File: src/rtl/seq_divider_12.sv
// seq_divider_12 -- iterative restoring divider, one quotient bit per clock.
//
// Computes quotient and remainder of two WIDTH-bit operands using a
// WIDTH+1-bit trial subtractor. It is meant to sit between producers of
// multiplier results and downstream consumers, with a valid/ready handshake
// on each side.
//
// Ports:
//   clk          rising-edge clock
//   rst_n        asynchronous active-low reset (deasserted synchronously inside)
//   in_valid     operands presented on dividend/divisor
//   in_ready     divider can accept operands (high only in IDLE)
//   dividend     numerator, WIDTH bits
//   divisor      denominator, WIDTH bits
//   out_valid    result held on quotient/remainder/div_by_zero
//   out_ready    consumer accepts the result
//   quotient     dividend / divisor
//   remainder    dividend mod divisor
//   div_by_zero  divisor was zero for this result
//
// Build option:
//   DIV_SIGNED_EN  when defined, operands and results are two's complement.
//                  The quotient truncates toward zero and the remainder takes
//                  the sign of the dividend. When undefined, the divider is
//                  purely unsigned and no sign logic exists.
//
// Handshake semantics (both sides): a transfer happens on a rising edge where
// valid and ready are both high. On the input side in_ready is a registered
// flag that is high only while idle. On the output side out_valid stays
// high and all result outputs stay bit-stable until out_ready is seen.
// Every output is registered, so no combinational path runs from in_valid or
// out_ready to any output.
//
// Latency: operands accepted on edge N raise out_valid after edge N+WIDTH.
// If out_ready is held high, one result is produced every WIDTH+2 cycles.

module seq_divider_12 #(
  parameter int WIDTH = 12
) (
  input  logic             clk,
  input  logic             rst_n,
  input  logic             in_valid,
  output logic             in_ready,
  input  logic [WIDTH-1:0] dividend,
  input  logic [WIDTH-1:0] divisor,
  output logic             out_valid,
  input  logic             out_ready,
  output logic [WIDTH-1:0] quotient,
  output logic [WIDTH-1:0] remainder,
  output logic             div_by_zero
);

  // FSM encoding. State is kept in a plain internal register named "state"
  // so that checkers can bind to it directly.
  localparam logic [1:0] ST_IDLE = 2'd0;
  localparam logic [1:0] ST_CALC = 2'd1;
  localparam logic [1:0] ST_DONE = 2'd2;

  localparam int              CW       = (WIDTH > 1) ? $clog2(WIDTH) : 1;
  localparam logic [CW-1:0]   CNT_LAST = CW'(WIDTH - 1);

  // Reset synchronizer: assertion takes effect at once, and release is aligned
  // to the clock so the FSM never leaves reset on a partial edge.
  logic [1:0] rst_pipe;
  logic       rst_int_n;

  always_ff @(posedge clk or negedge rst_n) begin
    if (!rst_n) begin
      rst_pipe <= 2'b00;
    end else begin
      rst_pipe <= {rst_pipe[0], 1'b1};
    end
  end

  assign rst_int_n = rst_pipe[1];

  // Working registers.
  logic [1:0]       state;
  logic [CW-1:0]    cnt;
  logic [WIDTH-1:0] work_quo;   // dividend bits shift out, quotient bits shift in
  logic [WIDTH-1:0] work_rem;   // partial remainder
  logic [WIDTH-1:0] work_dvs;   // latched divisor (magnitude in signed builds)
  logic             zero_flag;  // latched divisor == 0

`ifdef DIV_SIGNED_EN
  logic             neg_quo;    // operand signs differ and divisor is non-zero
  logic             neg_rem;    // dividend was negative
`endif

  // Operand conditioning at load time.
  logic [WIDTH-1:0] load_dvd;
  logic [WIDTH-1:0] load_dvs;

  always_comb begin
`ifdef DIV_SIGNED_EN
    // Taking the magnitude of -2^(WIDTH-1) gives 2^(WIDTH-1), which still
    // fits as an unsigned WIDTH-bit value, so the core needs no extra bit.
    load_dvd = dividend[WIDTH-1] ? -dividend : dividend;
    load_dvs = divisor[WIDTH-1]  ? -divisor  : divisor;
`else
    load_dvd = dividend;
    load_dvs = divisor;
`endif
  end

  // One restoring step. The shifted partial remainder is WIDTH+1 bits wide, so
  // the borrow out of the trial subtraction (trial[WIDTH]) is the sign of the
  // trial. A zero divisor always yields a non-negative trial. That gives an
  // all-ones quotient and leaves the dividend as the remainder, with no
  // special-case logic.
  logic [WIDTH:0]   shifted;
  logic [WIDTH:0]   trial;
  logic             q_bit;
  logic [WIDTH-1:0] next_rem;
  logic [WIDTH-1:0] next_quo;
  logic [WIDTH-1:0] fin_quo;
  logic [WIDTH-1:0] fin_rem;

  always_comb begin
    shifted  = {work_rem, work_quo[WIDTH-1]};
    trial    = shifted - {1'b0, work_dvs};
    q_bit    = ~trial[WIDTH];
    next_rem = q_bit ? trial[WIDTH-1:0] : shifted[WIDTH-1:0];
    next_quo = {work_quo[WIDTH-2:0], q_bit};
`ifdef DIV_SIGNED_EN
    // Sign correction is applied to the last step's result as it is
    // registered into the outputs, so it adds no cycle.
    fin_quo = neg_quo ? -next_quo : next_quo;
    fin_rem = neg_rem ? -next_rem : next_rem;
`else
    fin_quo = next_quo;
    fin_rem = next_rem;
`endif
  end

  // Main FSM and datapath.
  always_ff @(posedge clk or negedge rst_int_n) begin
    if (!rst_int_n) begin
      state       <= ST_IDLE;
      cnt         <= '0;
      work_quo    <= '0;
      work_rem    <= '0;
      work_dvs    <= '0;
      zero_flag   <= 1'b0;
`ifdef DIV_SIGNED_EN
      neg_quo     <= 1'b0;
      neg_rem     <= 1'b0;
`endif
      in_ready    <= 1'b1;
      out_valid   <= 1'b0;
      quotient    <= '0;
      remainder   <= '0;
      div_by_zero <= 1'b0;
    end else begin
      case (state)
        ST_IDLE: begin
          if (in_valid && in_ready) begin
            work_quo  <= load_dvd;
            work_rem  <= '0;
            work_dvs  <= load_dvs;
            zero_flag <= (divisor == '0);
`ifdef DIV_SIGNED_EN
            // Divide by zero keeps the all-ones quotient un-negated. The
            // remainder negation restores the original signed dividend.
            neg_quo   <= (dividend[WIDTH-1] ^ divisor[WIDTH-1]) && (divisor != '0);
            neg_rem   <= dividend[WIDTH-1];
`endif
            cnt       <= CNT_LAST;
            in_ready  <= 1'b0;
            state     <= ST_CALC;
          end
        end

        ST_CALC: begin
          work_quo <= next_quo;
          work_rem <= next_rem;
          if (cnt == '0) begin
            quotient    <= fin_quo;
            remainder   <= fin_rem;
            div_by_zero <= zero_flag;
            out_valid   <= 1'b1;
            state       <= ST_DONE;
          end else begin
            cnt <= cnt - CW'(1);
          end
        end

        ST_DONE: begin
          // The result stays on the outputs until it is consumed. in_ready
          // rises only on the following cycle, so a result is never consumed
          // and new operands accepted on the same edge.
          if (out_ready) begin
            out_valid <= 1'b0;
            in_ready  <= 1'b1;
            state     <= ST_IDLE;
          end
        end

        default: begin
          out_valid <= 1'b0;
          in_ready  <= 1'b1;
          state     <= ST_IDLE;
        end
      endcase
    end
  end

endmodule

File: config.mk
export PLATFORM = sky130hd
export DESIGN_NAME = seq_divider_12
export DESIGN_NICKNAME = d
export VERILOG_FILES = /design/src/rtl/seq_divider_12.sv
export SDC_FILE = /design/constraint.sdc
export NUM_CORES = 1
export LEC_CHECK = 0
export BUFFER_PORTS_ARGS = -buffer_cell sky130_fd_sc_hd__buf_2
export CAP_MARGIN = 20
export CELL_PAD_IN_SITES_DETAIL_PLACEMENT = 1
export CELL_PAD_IN_SITES_GLOBAL_PLACEMENT = 1
export CORE_MARGIN = 2
export CORE_UTILIZATION = 44
export DETAILED_ROUTE_END_ITERATION = 7
export MAX_ROUTING_LAYER = met4
export PLACE_DENSITY = 0.75
export SYNTH_ARGS = -nofsm -noshare
export SYNTH_HDL_FRONTEND = slang
export SYNTH_SLANG_ARGS = --single-unit
File: constraint.sdc
create_clock -name clk -period 2.9 [get_ports clk]
set_clock_uncertainty 0.05 [all_clocks]
set_input_delay 0.435 -clock clk [delete_from_list [all_inputs] [get_ports clk]]
set_output_delay 0.435 -clock clk [all_outputs]
set_load 0.1 [all_outputs]
# Word level (Yosys, flattened, before mapping)
# Index checks and enable logic that the tools add are counted.
# totals
out_inout_bits	27
inputBits	28
reg_bits	72
# op_classes
add_sub_neg	2
eq_ne	6
bitwise_logic	3
n_reduce_logical	12
muxes	18
# ops
cell	n
12-bit one-hot mux with 2 select lines	2
12-bit 2-to-1 mux	3
13-bit by 12-bit subtractor with 13-bit output	1
12-bit logical NOT	1
3-bit AND reduction	4
4-bit 2-to-1 mux	2
2-bit inequality test (second input constant)	4
4-bit one-hot mux with 2 select lines	1
2-bit 2-to-1 mux	3
1-bit one-hot mux with 3 select lines	2
2-bit one-hot mux with 3 select lines	1
2-bit AND reduction	3
4-bit logical NOT	1
1-bit 2-to-1 mux	4
4-bit by 1-bit subtractor with 4-bit output (second input constant)	1
1-bit inverter	3
2-bit by 1-bit equality test with 1-bit output (second input constant)	1
2-bit equality test (second input constant)	1
2-bit logical NOT	1
2-bit nonzero test	1
1-bit logical AND	1

# Logic depth before layout (Yosys ltp)
# Gate-level depths: netlist of the first run.
# logic_depth
depth_word	3
depth_mapped	11
depth_no_buf	10

# Least setup slack after synthesis of the first run
# No wires, ideal clock.
# synth_timing
kind	reg2reg
start	reg work_rem[7]
end	reg remainder[7]
required_ps	2720
stages_incl_launch_ff	10
path_slack_ps	218
arrival_time_ps	2503
n_path_buf	1
path_cell_list	dfrtp_1 ha_1 and3_1 a221o_1 or4_4 o221ai_4 xnor2_4 buf_6 mux2i_1 o21ai_1
# synth_between
elab_chain_len	2
# synth_lines
element	line_no	text
start, declared	81	logic [WIDTH-1:0] work_rem;
start signal, assigned	176	work_rem <= next_rem;
13-bit by 12-bit subtractor with 13-bit output	121	trial = shifted - {1'b0, work_dvs};
12-bit 2-to-1 mux	123	next_rem = q_bit ? trial[WIDTH-1:0] : shifted[WIDTH-1:0];
end signal, assigned	179	remainder <= fin_rem;
end, declared	49	output logic [WIDTH-1:0] remainder,
# No other way between the ends.
# A chain may end at the register's enable or synchronous reset.

# Final worst setup path of the first run
# layout_timing
start	reg work_rem[6]
end	reg remainder[7]
# layout_between
elab_chain_len	2
# layout_lines
element	line_no
13-bit by 12-bit subtractor with 13-bit output	121
12-bit 2-to-1 mux *	123
# Every way passes the cells marked *; elsewhere a longest branch is shown, timed or not.

==> key figures, run 1 <==
Synthesis
  • Post-Syn Instances: roughly 350
  • Distinct cells, synth: between 40 and 50
  • Top-area cell type share of the netlist area: about half
  • Avg Cell Area, Syn: between 10 and 15 µm²
  • Yosys warns: 0
  • Post-synth net total: between 300 and 400
  • Commonest cells in the netlist: dfrtp_1, nand2_1, o21ai_0
  • Most common cell in the synthesized netlist: dfrtp_1
  • Yosys reg bits: 72
  • Main synth FF type: dfrtp_1
  • Post-synth EDFFs: 0
  • Sequential fraction of the synthesis area: 50.5%
  • Synth area leader: dfrtp_1
  • Synth Cell Area: approximately 3600 µm²
  • Top cells by area, synth: dfrtp_1, mux2i_1, nand2_1, ha_1, mux2_2
  • Ys async rst share: 100%

Layout
  • Final #Nets: 462
  • Share of cells above drive strength 1: a little over a quarter
  • P&R area growth vs syn: 21.3%
  • # diodes: 0
  • Fin cells: about 530

CTS
  • Worst-path clk slew: 0.08 ns
  • Clock root buffer: clkbuf_8
  • Clk sinks: 72
  • CTS tree: done
  • Total CTS buffers: 9
  • Clk Latency, worst-skew pair: around 0.35 ns
  • Max Buffers Root-to-Sink: 2
  • CTS H-tree depth: 3
  • Setup Fix Bufs, Post-CTS: 0

Floorplanning
  • Ports: 55
  • Site Rows: 32
  • Core area: between 7000 and 8000 µm²
  • Initial Utilization: between 40% and 50%
  • Die width: 94.1 µm
  • Die height: roughly 94 µm
  • Die ar.: between 8000 and 9000 µm²

Outcome
  • Status: finished, final reports clean

Critical path
  • CP Capture Type: flop
  • Crit path DAT: 2.99 ns
  • Setup crit start kind: flop
  • R2r startpoint: work_rem[6]
  • Largest fanout on the critical path: 7
  • Crit path required time: between 3 and 4 ns
  • Critical Path Source: work_rem[6]
  • Critical setup path kind: flop to flop

Detailed routing
  • Wire per inst: roughly 17 µm
  • Detailed Routing Iterations Pass 1: 4
  • ANT nets after route: 0
  • Residual DRC: 0
  • Routed vias/inst: roughly 5.4
  • Via Count: 2827
  • Routed WL: 8900 µm
  • DR iter-0 viols: between 80 and 90

Placement
  • Hpwl dp: roughly 6200 µm
  • Routability congestion estimate: around 0.81
  • Worst slack at placement: about 0.037 ns
  • Inst Count DP: just over 500
  • IO Port Bufs: 54

Global routing
  • Initial antenna violation count: 0
  • Total GRT Usage: between 20% and 30%
  • Largest net degree at the start of global routing: 57
  • Grt ovf: 0
  • Vias in the first global route: ~2900
  • First-pass GRT wire length: approximately 14000 µm

STA
  • Slew Limit Fails: 0
  • Fmax: 356 MHz
  • Final setup fails: 0
  • Slew HR: ~52%
  • Crit share post-route: a little over nine tenths
  • Final WS setup: between 0.09 and 0.1 ns
  • Post-layout min period: between 2 and 3 ns
  • Final hold viol count: 0
  • Slew @ Worst Pin: about 0.71 ns

Job
  • Maxcap violations: 0

Hold path
  • HP Class: flop to async pin
-- cells by family after synthesis --
kind of cell             synth area share [%]
AO/OA/AOI/OAI                            13.5
flip-flops                               50.5
buffers and inverters                    3.78
multiplexers                             11.3
adder cells (fa/ha/maj)                  5.46
AND/OR/NAND/NOR                          12.6
XOR/XNOR                                 2.73
other                                   0.105
-- registers in the layout (all words and copies together), names as in the netlist --
signal and count:
quotient 12, remainder 12, work_dvs 12, work_quo 12, work_rem 12, cnt 4
rst_pipe 2, state 2, div_by_zero 1, in_ready 1, out_valid 1, zero_flag 1
-- critical path, stage by stage, from the launching register on --
cell       delay, ns
dfrtp_1         0.42
ha_1            0.34
a21o_1          0.22
a221o_1         0.32
or4_4           0.50
o221ai_4        0.10
xnor2_4         0.18
clkbuf_16       0.21
mux2i_2         0.25
o21ai_1         0.09
-- metal layers --
metal / global-route usage, % / share of wire (%) / vias to the layer above
met3: 4.17 / 3.0 / 9
met1: 27.6 / 46 / 1433
met5: - / 0 / -
met2: 33.8 / 50 / 41
met4: 5.43 / 1.1 / 0
li1: - / - / 1344
-- through the flow --
step / TNS, ns / util, % / area [µm²] / hold WS, ns
6_report: 0 / 55.5 / 4330 / 0.132
5_1_grt: -0.0152 / 55.5 / 4330 / 0.167
4_1_cts: 0 / 54.2 / 4230 / 0.146
3_5_place_dp: 0 / 51.7 / 4040 / 0.140
3_3_place_gp: 0 / 51.7 / 4040 / 0.132
2_1_floorplan: 0 / - / 3570 / 0.0894
-- final timing paths --
check	endpoint	slack (ns)	cells after the start
worst max-delay path	remainder[7]	0.09	9
max in group asynchronous	work_quo[1]	2.05	1
worst max register to register	remainder[7]	0.09	9
min in group clk	work_dvs[4]	0.26	3
worst min-delay path	zero_flag	0.13	0
worst min register to register	zero_flag	0.13	0
-- area by class of cell --
| cell class | instances | area, µm² |
|---|---|---|
| Tap cell | 102 | 128 |
| Fill cell | 895 | 3480 |
| Inverter | 21 | 78.8 |
| Sequential cell | 72 | 1800 |
| Multi-Input combinational cell | 246 | 1710 |
| Clock inverter | 7 | 60.1 |
| Clock buffer | 9 | 124 |
| Timing Repair Buffer | 69 | 428 |
-- timing repair --
action                                  in CTS  in global routing
endpoints found under the hold margin        2                  0
gates resized for setup                      0                 13
hold buffers                                 1                  0
endpoints found under the setup margin       0                 24
-- placed cells by master (no fill, tap or decap), types with 2 or more instances in the layout --
cell type	n
dfrtp_1	70
nand2_1	58
buf_2	54
o21ai_0	28
inv_1	21
o21ai_1	20
nor2_1	16
mux2i_1	15
a21oi_1	14
ha_1	14
mux2_2	13
buf_4	11
clkbuf_8	9
nor3_1	8
nand2b_1	5
xor2_1	4
mux2i_2	4
xnor2_1	4
and3_1	3
mux2i_4	3
nor4_1	3
clkinvlp_4	3
inv_6	3
a21o_1	2
a31oi_1	2
nor2b_1	2
o211ai_1	2
a22o_1	2
a211oi_1	2
mux2_1	2
buf_12	2
Power of run 1 is left out: the tool's default activity adds up to more than one toggle a clock period on the data nets, which glitch-free logic cannot reach.
==> run 2: changes to the inputs <==
--- a/config.mk
+++ b/config.mk
@@ -5,12 +5,14 @@
 export SDC_FILE = /design/constraint.sdc
 export NUM_CORES = 1
 export LEC_CHECK = 0
+export ABC_AREA = 1
 export BUFFER_PORTS_ARGS = -buffer_cell sky130_fd_sc_hd__buf_2
 export CAP_MARGIN = 20
 export CELL_PAD_IN_SITES_DETAIL_PLACEMENT = 1
 export CELL_PAD_IN_SITES_GLOBAL_PLACEMENT = 1
 export CORE_MARGIN = 2
-export CORE_UTILIZATION = 44
+export CORE_UTILIZATION = 42
+export CTS_CLUSTER_DIAMETER = 80
 export DETAILED_ROUTE_END_ITERATION = 7
 export MAX_ROUTING_LAYER = met4
 export PLACE_DENSITY = 0.75
==> run 2 against run 1 <==
  * Global-route usage increased by 1.8 points
  * Largest cell class unchanged
  * Sequential share of layout area down 1.0 points
  * Highest routed layer unchanged
  * Core utilization decreased by 5.1 points
  * First-iteration DRC count rose by 46%
  * Fmax up 18%
==> key figures, run 2 <==
Synthesis
  • Post-synth EDFFs: 0
  • Post-Synth Simple-Gate Area: between 20 and 30%
  • Ys async rst share: 100%
  • Post-Syn Instances: just under 500
  • Main synth FF type: dfrtp_1
  • Commonest cells in the netlist: nand2_1, dfrtp_1, inv_1
  • Largest family of logic cells by synthesized area: simple AND/OR/NAND/NOR gates
  • Yosys reg bits: 72
  • Distinct cells, synth: 36
  • Avg Cell Area, Syn: roughly 8 µm²
  • Most common cell in the synthesized netlist: nand2_1
  • Synth Cell Area: between 3000 and 4000 µm²
  • Post-Synth XOR/XNOR Area: approximately 1.1%
  • Yosys warns: 0
  • Synth area leader: dfrtp_1
  • Post-synth net total: 533
  • Multiplexer share of the synthesized area: 0%
  • Post-synthesis adder-cell area fraction: under 10%
  • Synth Area in Compound Gates: under 10%
  • Top-area cell type share of the netlist area: 46.3%
  • Sequential fraction of the synthesis area: 47.0%
  • Top cells by area, synth: dfrtp_1, nand2_1, inv_1, nand3_1, ha_1

Placement
  • Hpwl dp: ~7600 µm
  • Routability congestion estimate: around 0.86
  • IO Port Bufs: 54

Critical path
  • Crit-path leading delay family: simple AND/OR/NAND/NOR gates
  • R2R Setup Slk: approximately 0.51 ns
  • Crit path required time: between 3 and 4 ns
  • Critical setup path kind: flop to flop
  • Setup crit start kind: flop
  • CP most frequent cell: nand3_1
  • Max stage delay on crit path: ~0.36 ns
  • Largest fanout on the critical path: 14
  • Crit path DAT: 2.57 ns
  • R2r startpoint: work_quo[11]
  • Critical-path top delay cell: dfrtp_1
  • Crit path buf inv count: 2
  • Critical R2R Capture: work_rem[0]
  • CP Capture Type: flop
  • Reg2Reg Depth: 12
  • Crit-path cells: inv_1 -> ha_1 -> fa_1 -> inv_1 -> nand3_1 -> nand3_1 -> nand2_2 -> nand4_2 -> nand2_4 -> nand2_1 -> nand3_1 -> nand2_1
  • Critical Path Source: work_quo[11]

Global routing
  • Total GRT Usage: a little under a quarter
  • Vias in the first global route: around 3600
  • First-pass GRT wire length: 17400 µm
  • Largest net degree at the start of global routing: 31
  • Initial antenna violation count: 0
  • Grt ovf: 0

STA
  • Fmax: ~420 MHz
  • Post-layout min period: 2.39 ns
  • RSZ-0062 raised after global routing: false
  • Final hold viol count: 0
  • Slew @ Worst Pin: ~0.53 ns
  • Slew Limit Fails: 0
  • Slew HR: ~65%
  • Sum Neg Setup Slack: 0 ns
  • Crit share post-route: 82.3%
  • Final setup fails: 0

Layout
  • P&R area growth vs syn: 15.7%
  • Final #Nets: 590
  • Final core occ: between 50% and 60%
  • Most frequent cells in the layout: nand2_1, dfrtp_1, inv_1, buf_2, nand3_1
  • Commonest non-fill, non-tap cell in the layout: nand2_1
  • Share of cells above drive strength 1: about 17%
  • # diodes: 0

Floorplanning
  • Ports: 55
  • Die height: 99.6 µm
  • Die ar.: about 10000 µm²
  • Site Rows: 34
  • Core area: slightly below 9000 µm²
  • Die width: 99.6 µm
  • Initial Utilization: 43.6%

CTS
  • CTS tree: done
  • Max Buffers Root-to-Sink: 2
  • CTS H-tree depth: 3
  • Clk Latency, worst-skew pair: 0.35 ns
  • Clock root buffer: clkbuf_8
  • Worst-path clk slew: around 0.080 ns
  • Clk sinks: 72
  • Total CTS buffers: 9
  • Hold_buf cts: 1
  • CTS resizes: 0
  • Setup Fix Bufs, Post-CTS: 0

Detailed routing
  • ANT nets after route: 0
  • Detailed Routing Iterations Pass 1: 4
  • Wire per inst: ~15 µm
  • Residual DRC: 0
  • DR iter-0 viols: between 100 and 150
  • Via Count: between 3000 and 4000
  • Routed vias/inst: just over 5
  • Routed WL: 10200 µm

Outcome
  • Status: finished, final reports clean

Job
  • Maxcap violations: 0

Hold path
  • HP Class: flop to async pin
run 2: cell count changes in the layout (fill, tap and decap cells not counted), moves of 9 or more:
cell and delta:
mux2_2 -13, nand3_1 +37, mux2i_1 -15, inv_2 +9, inv_1 +46, o21ai_1 -19
nand3b_1 +11, nand2_1 +107
run 2: cells by family after synthesis:
| group | Yosys count |
|---|---|
| simple gates | 245 |
| buf+inv | 92 |
| flops | 72 |
| compound gates | 60 |
| fa+ha+maj | 15 |
| xor+xnor | 5 |
| other cells | 1 |
run 2: final cells by class:
| cell class | instances | area, µm² |
|---|---|---|
| clock buffer | 10 | 128 |
| fill | 1137 | 4370 |
| sequential | 72 | 1800 |
| tap | 108 | 135 |
| inverter | 77 | 289 |
| timing repair buffer | 61 | 325 |
| multi-input combinational | 326 | 1660 |
| clock inverter | 6 | 92.6 |
run 2: through the flow:
stage	hold WS [ns]	cell area [µm²]	instances	worst slack [ns]
6_report	0.184	4440	660	0.512
5_1_grt	0.215	4440	660	0.275
4_1_cts	0.206	4440	660	0.504
3_5_place_dp	0.174	4210	643	0.530
3_3_place_gp	0.170	4210	643	0.685
2_1_floorplan	0.0894	3840	490	0.698
run 2: worst max path at each step:
stage	endpoint	slack, ns	depth (start not counted)
2_1_floorplan	cnt[0]	0.70	0
3_3_place_gp	remainder[11]	0.69	13
3_5_place_dp	remainder[2]	0.53	12
4_1_cts	work_rem[0]	0.50	12
5_1_grt	work_rem[0]	0.27	12
6_report	work_rem[0]	0.51	12
run 2: metal layers:
layer	global-route usage [%]	routed length, µm	vias up
li1	-	-	1671
met2	39.6	5100	45
met4	4.95	98	0
met1	27.9	4740	1639
met3	4.15	281	10
met5	-	0	-
Power of run 2 is left out for the same reason.
==> run 3: changes to the inputs <==
--- a/config.mk
+++ b/config.mk
@@ -11,11 +11,11 @@
 export CELL_PAD_IN_SITES_DETAIL_PLACEMENT = 1
 export CELL_PAD_IN_SITES_GLOBAL_PLACEMENT = 1
 export CORE_MARGIN = 2
-export CORE_UTILIZATION = 42
+export CORE_UTILIZATION = 38
 export CTS_CLUSTER_DIAMETER = 80
 export DETAILED_ROUTE_END_ITERATION = 7
 export MAX_ROUTING_LAYER = met4
-export PLACE_DENSITY = 0.75
+export PLACE_DENSITY = 0.72
 export SYNTH_ARGS = -nofsm -noshare
 export SYNTH_HDL_FRONTEND = slang
 export SYNTH_SLANG_ARGS = --single-unit
==> constraint.sdc (replaced) <==
create_clock -name clk -period 2.06 [get_ports clk]
set_clock_uncertainty 0.05 [all_clocks]
set_input_delay 0.309 -clock clk [delete_from_list [all_inputs] [get_ports clk]]
set_output_delay 0.309 -clock clk [all_outputs]
set_load 0.1 [all_outputs]
==> run 3 against run 2 <==
  * Setup slack worse by 0.44 ns
  * Count of clock-buffer cells in the layout unchanged
  * Worst hold slack worse by 0.041 ns
  * Via count up 3.2%
  * Critical endpoint is now remainder[3]
==> key figures, run 3 (synthesized netlist as in run 2, its figures left out) <==
CTS
  • Clock root buffer: clkbuf_8
  • CTS H-tree depth: 3
  • Max Buffers Root-to-Sink: 2
  • Worst-path clk slew: ~0.08 ns
  • CTS tree: done
  • Clk sinks: between 70 and 80
  • Clk Latency, worst-skew pair: around 0.35 ns
  • Total CTS buffers: 9

Layout
  • # diodes: 0
  • Final core occ: 49.4%
  • Share of cells above drive strength 1: 24.8%
  • Final #Nets: around 610
  • Fin cells: slightly above 700
  • Commonest non-fill, non-tap cell in the layout: nand2_1
  • P&R area growth vs syn: 25.9%
  • Fill count: between 1000 and 1500
  • Most frequent cells in the layout: nand2_1, dfrtp_1, inv_1, buf_2, o21ai_0

Global routing
  • Grt ovf: 0
  • Vias in the first global route: about 3700
  • Total GRT Usage: between 20% and 30%
  • Largest net degree at the start of global routing: between 70 and 80
  • Initial antenna violation count: 0
  • First-pass GRT wire length: 17800 µm

Detailed routing
  • Detailed Routing Iterations Pass 1: 4
  • ANT nets after route: 0
  • Wire per inst: about 16 µm
  • Routed WL: 11000 µm
  • Residual DRC: 0
  • Via Count: 3471
  • DR iter-0 viols: 112
  • Routed vias/inst: about 4.9

Hold path
  • HP Class: input port to flop
  • Hold Path Stages: 3
  • Hold Path Sink: work_dvs[11]
  • Worst hold start: divisor[11]

Critical path
  • R2R Setup Slk: between 0.07 and 0.08 ns
  • R2r startpoint: work_dvs[0]
  • Crit path DAT: ~2.2 ns
  • Critical setup path kind: flop to flop
  • Crit path required time: between 2 and 2.5 ns
  • Reg2Reg Depth: 11
  • Largest fanout on the critical path: 5
  • CP Capture Type: flop
  • Setup crit start kind: flop
  • Critical R2R Capture: remainder[3]

Placement
  • Inst Count DP: just under 700
  • Routability congestion estimate: ~0.81
  • Worst slack at placement: -0.0419 ns
  • Hpwl dp: 8020 µm
  • IO Port Bufs: between 50 and 60

Floorplanning
  • Die ar.: between 10000 and 15000 µm²
  • Die height: roughly 100 µm
  • Ports: 55
  • Core area: between 9000 and 10000 µm²
  • Initial Utilization: between 30% and 40%
  • Site Rows: 36
  • Die width: 104 µm

STA
  • Post-layout min period: just under 2 ns
  • Final WS setup: 0.0767 ns
  • Final setup fails: 0
  • Final hold viol count: 0
  • Slew @ Worst Pin: slightly above 0.6 ns
  • Slew Limit Fails: 0
  • Crit share post-route: a little over nine tenths
  • Hold_ws: ~0.14 ns
  • RSZ-0062 raised after global routing: true
  • Slew HR: between 50 and 60%
  • Fmax: approximately 500 MHz

Job
  • Maxcap violations: 0

Outcome
  • Status: finished, final reports clean
## run 3: cell count changes in the layout (fill, tap and decap cells not counted), sizes merged
cell	change
buf	+21
clkinvlp	-2
bufinv	+1
clkinv	+1
## run 3: stage by stage
stage               area [µm²]  setup TNS (ns)
floorplan                 3840               0
global placement          4360        -0.00331
detailed placement        4360          -0.183
CTS                       4630               0
global route              4830          -0.271
finish                    4830               0
## run 3: timing repair
item / 4_1_cts / 5_1_grt
pin swaps: 0 / 7
hold buffers: 1 / 0
buffers inserted: 0 / 6
resized for setup: 3 / 27
hold endpoints to repair: 2 / 0
endpoints found under the setup margin: 22 / 25
## run 3: worst max-delay path by stage
stage,startpoint,end,slack [ns]
6_report,work_dvs[0],remainder[3],0.08
5_1_grt,work_rem[5],remainder[11],-0.05
4_1_cts,work_dvs[0],remainder[5],0.02
3_5_place_dp,work_dvs[0],remainder[8],-0.04
3_3_place_gp,work_quo[11],remainder[5],-0.003
2_1_floorplan,work_quo[11],remainder[3],0.08
## run 3: layout make-up
cell class	count	area, µm²	share of cell area (%)
Timing Repair Buffer	82	503	10.4
Inverter	77	289	5.99
Tap cell	133	166	3.45
Sequential cell	72	1810	37.4
Multi-Input combinational cell	326	1820	37.7
Clock buffer	10	128	2.64
Clock inverter	6	116	2.41
## run 3: routing by layer
layer / routed length, µm / share of wire, % / track usage, %
met2: 5440 / 50 / 34.1
met4: 107 / 0.97 / 4.54
met3: 397 / 3.6 / 4.01
met1: 5040 / 46 / 26.7
met5: 0 / 0 / -
## run 3: worst max-delay path, cell delays in order (launching register included)
cell and delay [ns]:
dfrtp_1 0.40, ha_2 0.19, fa_2 0.35, inv_2 0.07
nand3_1 0.07, nand3_2 0.08, nand2_2 0.08, nand4_4 0.12
buf_4 0.16, nand3b_1 0.12, nand3_1 0.11, nand2_1 0.07
Power of run 3 is left out for the same reason.
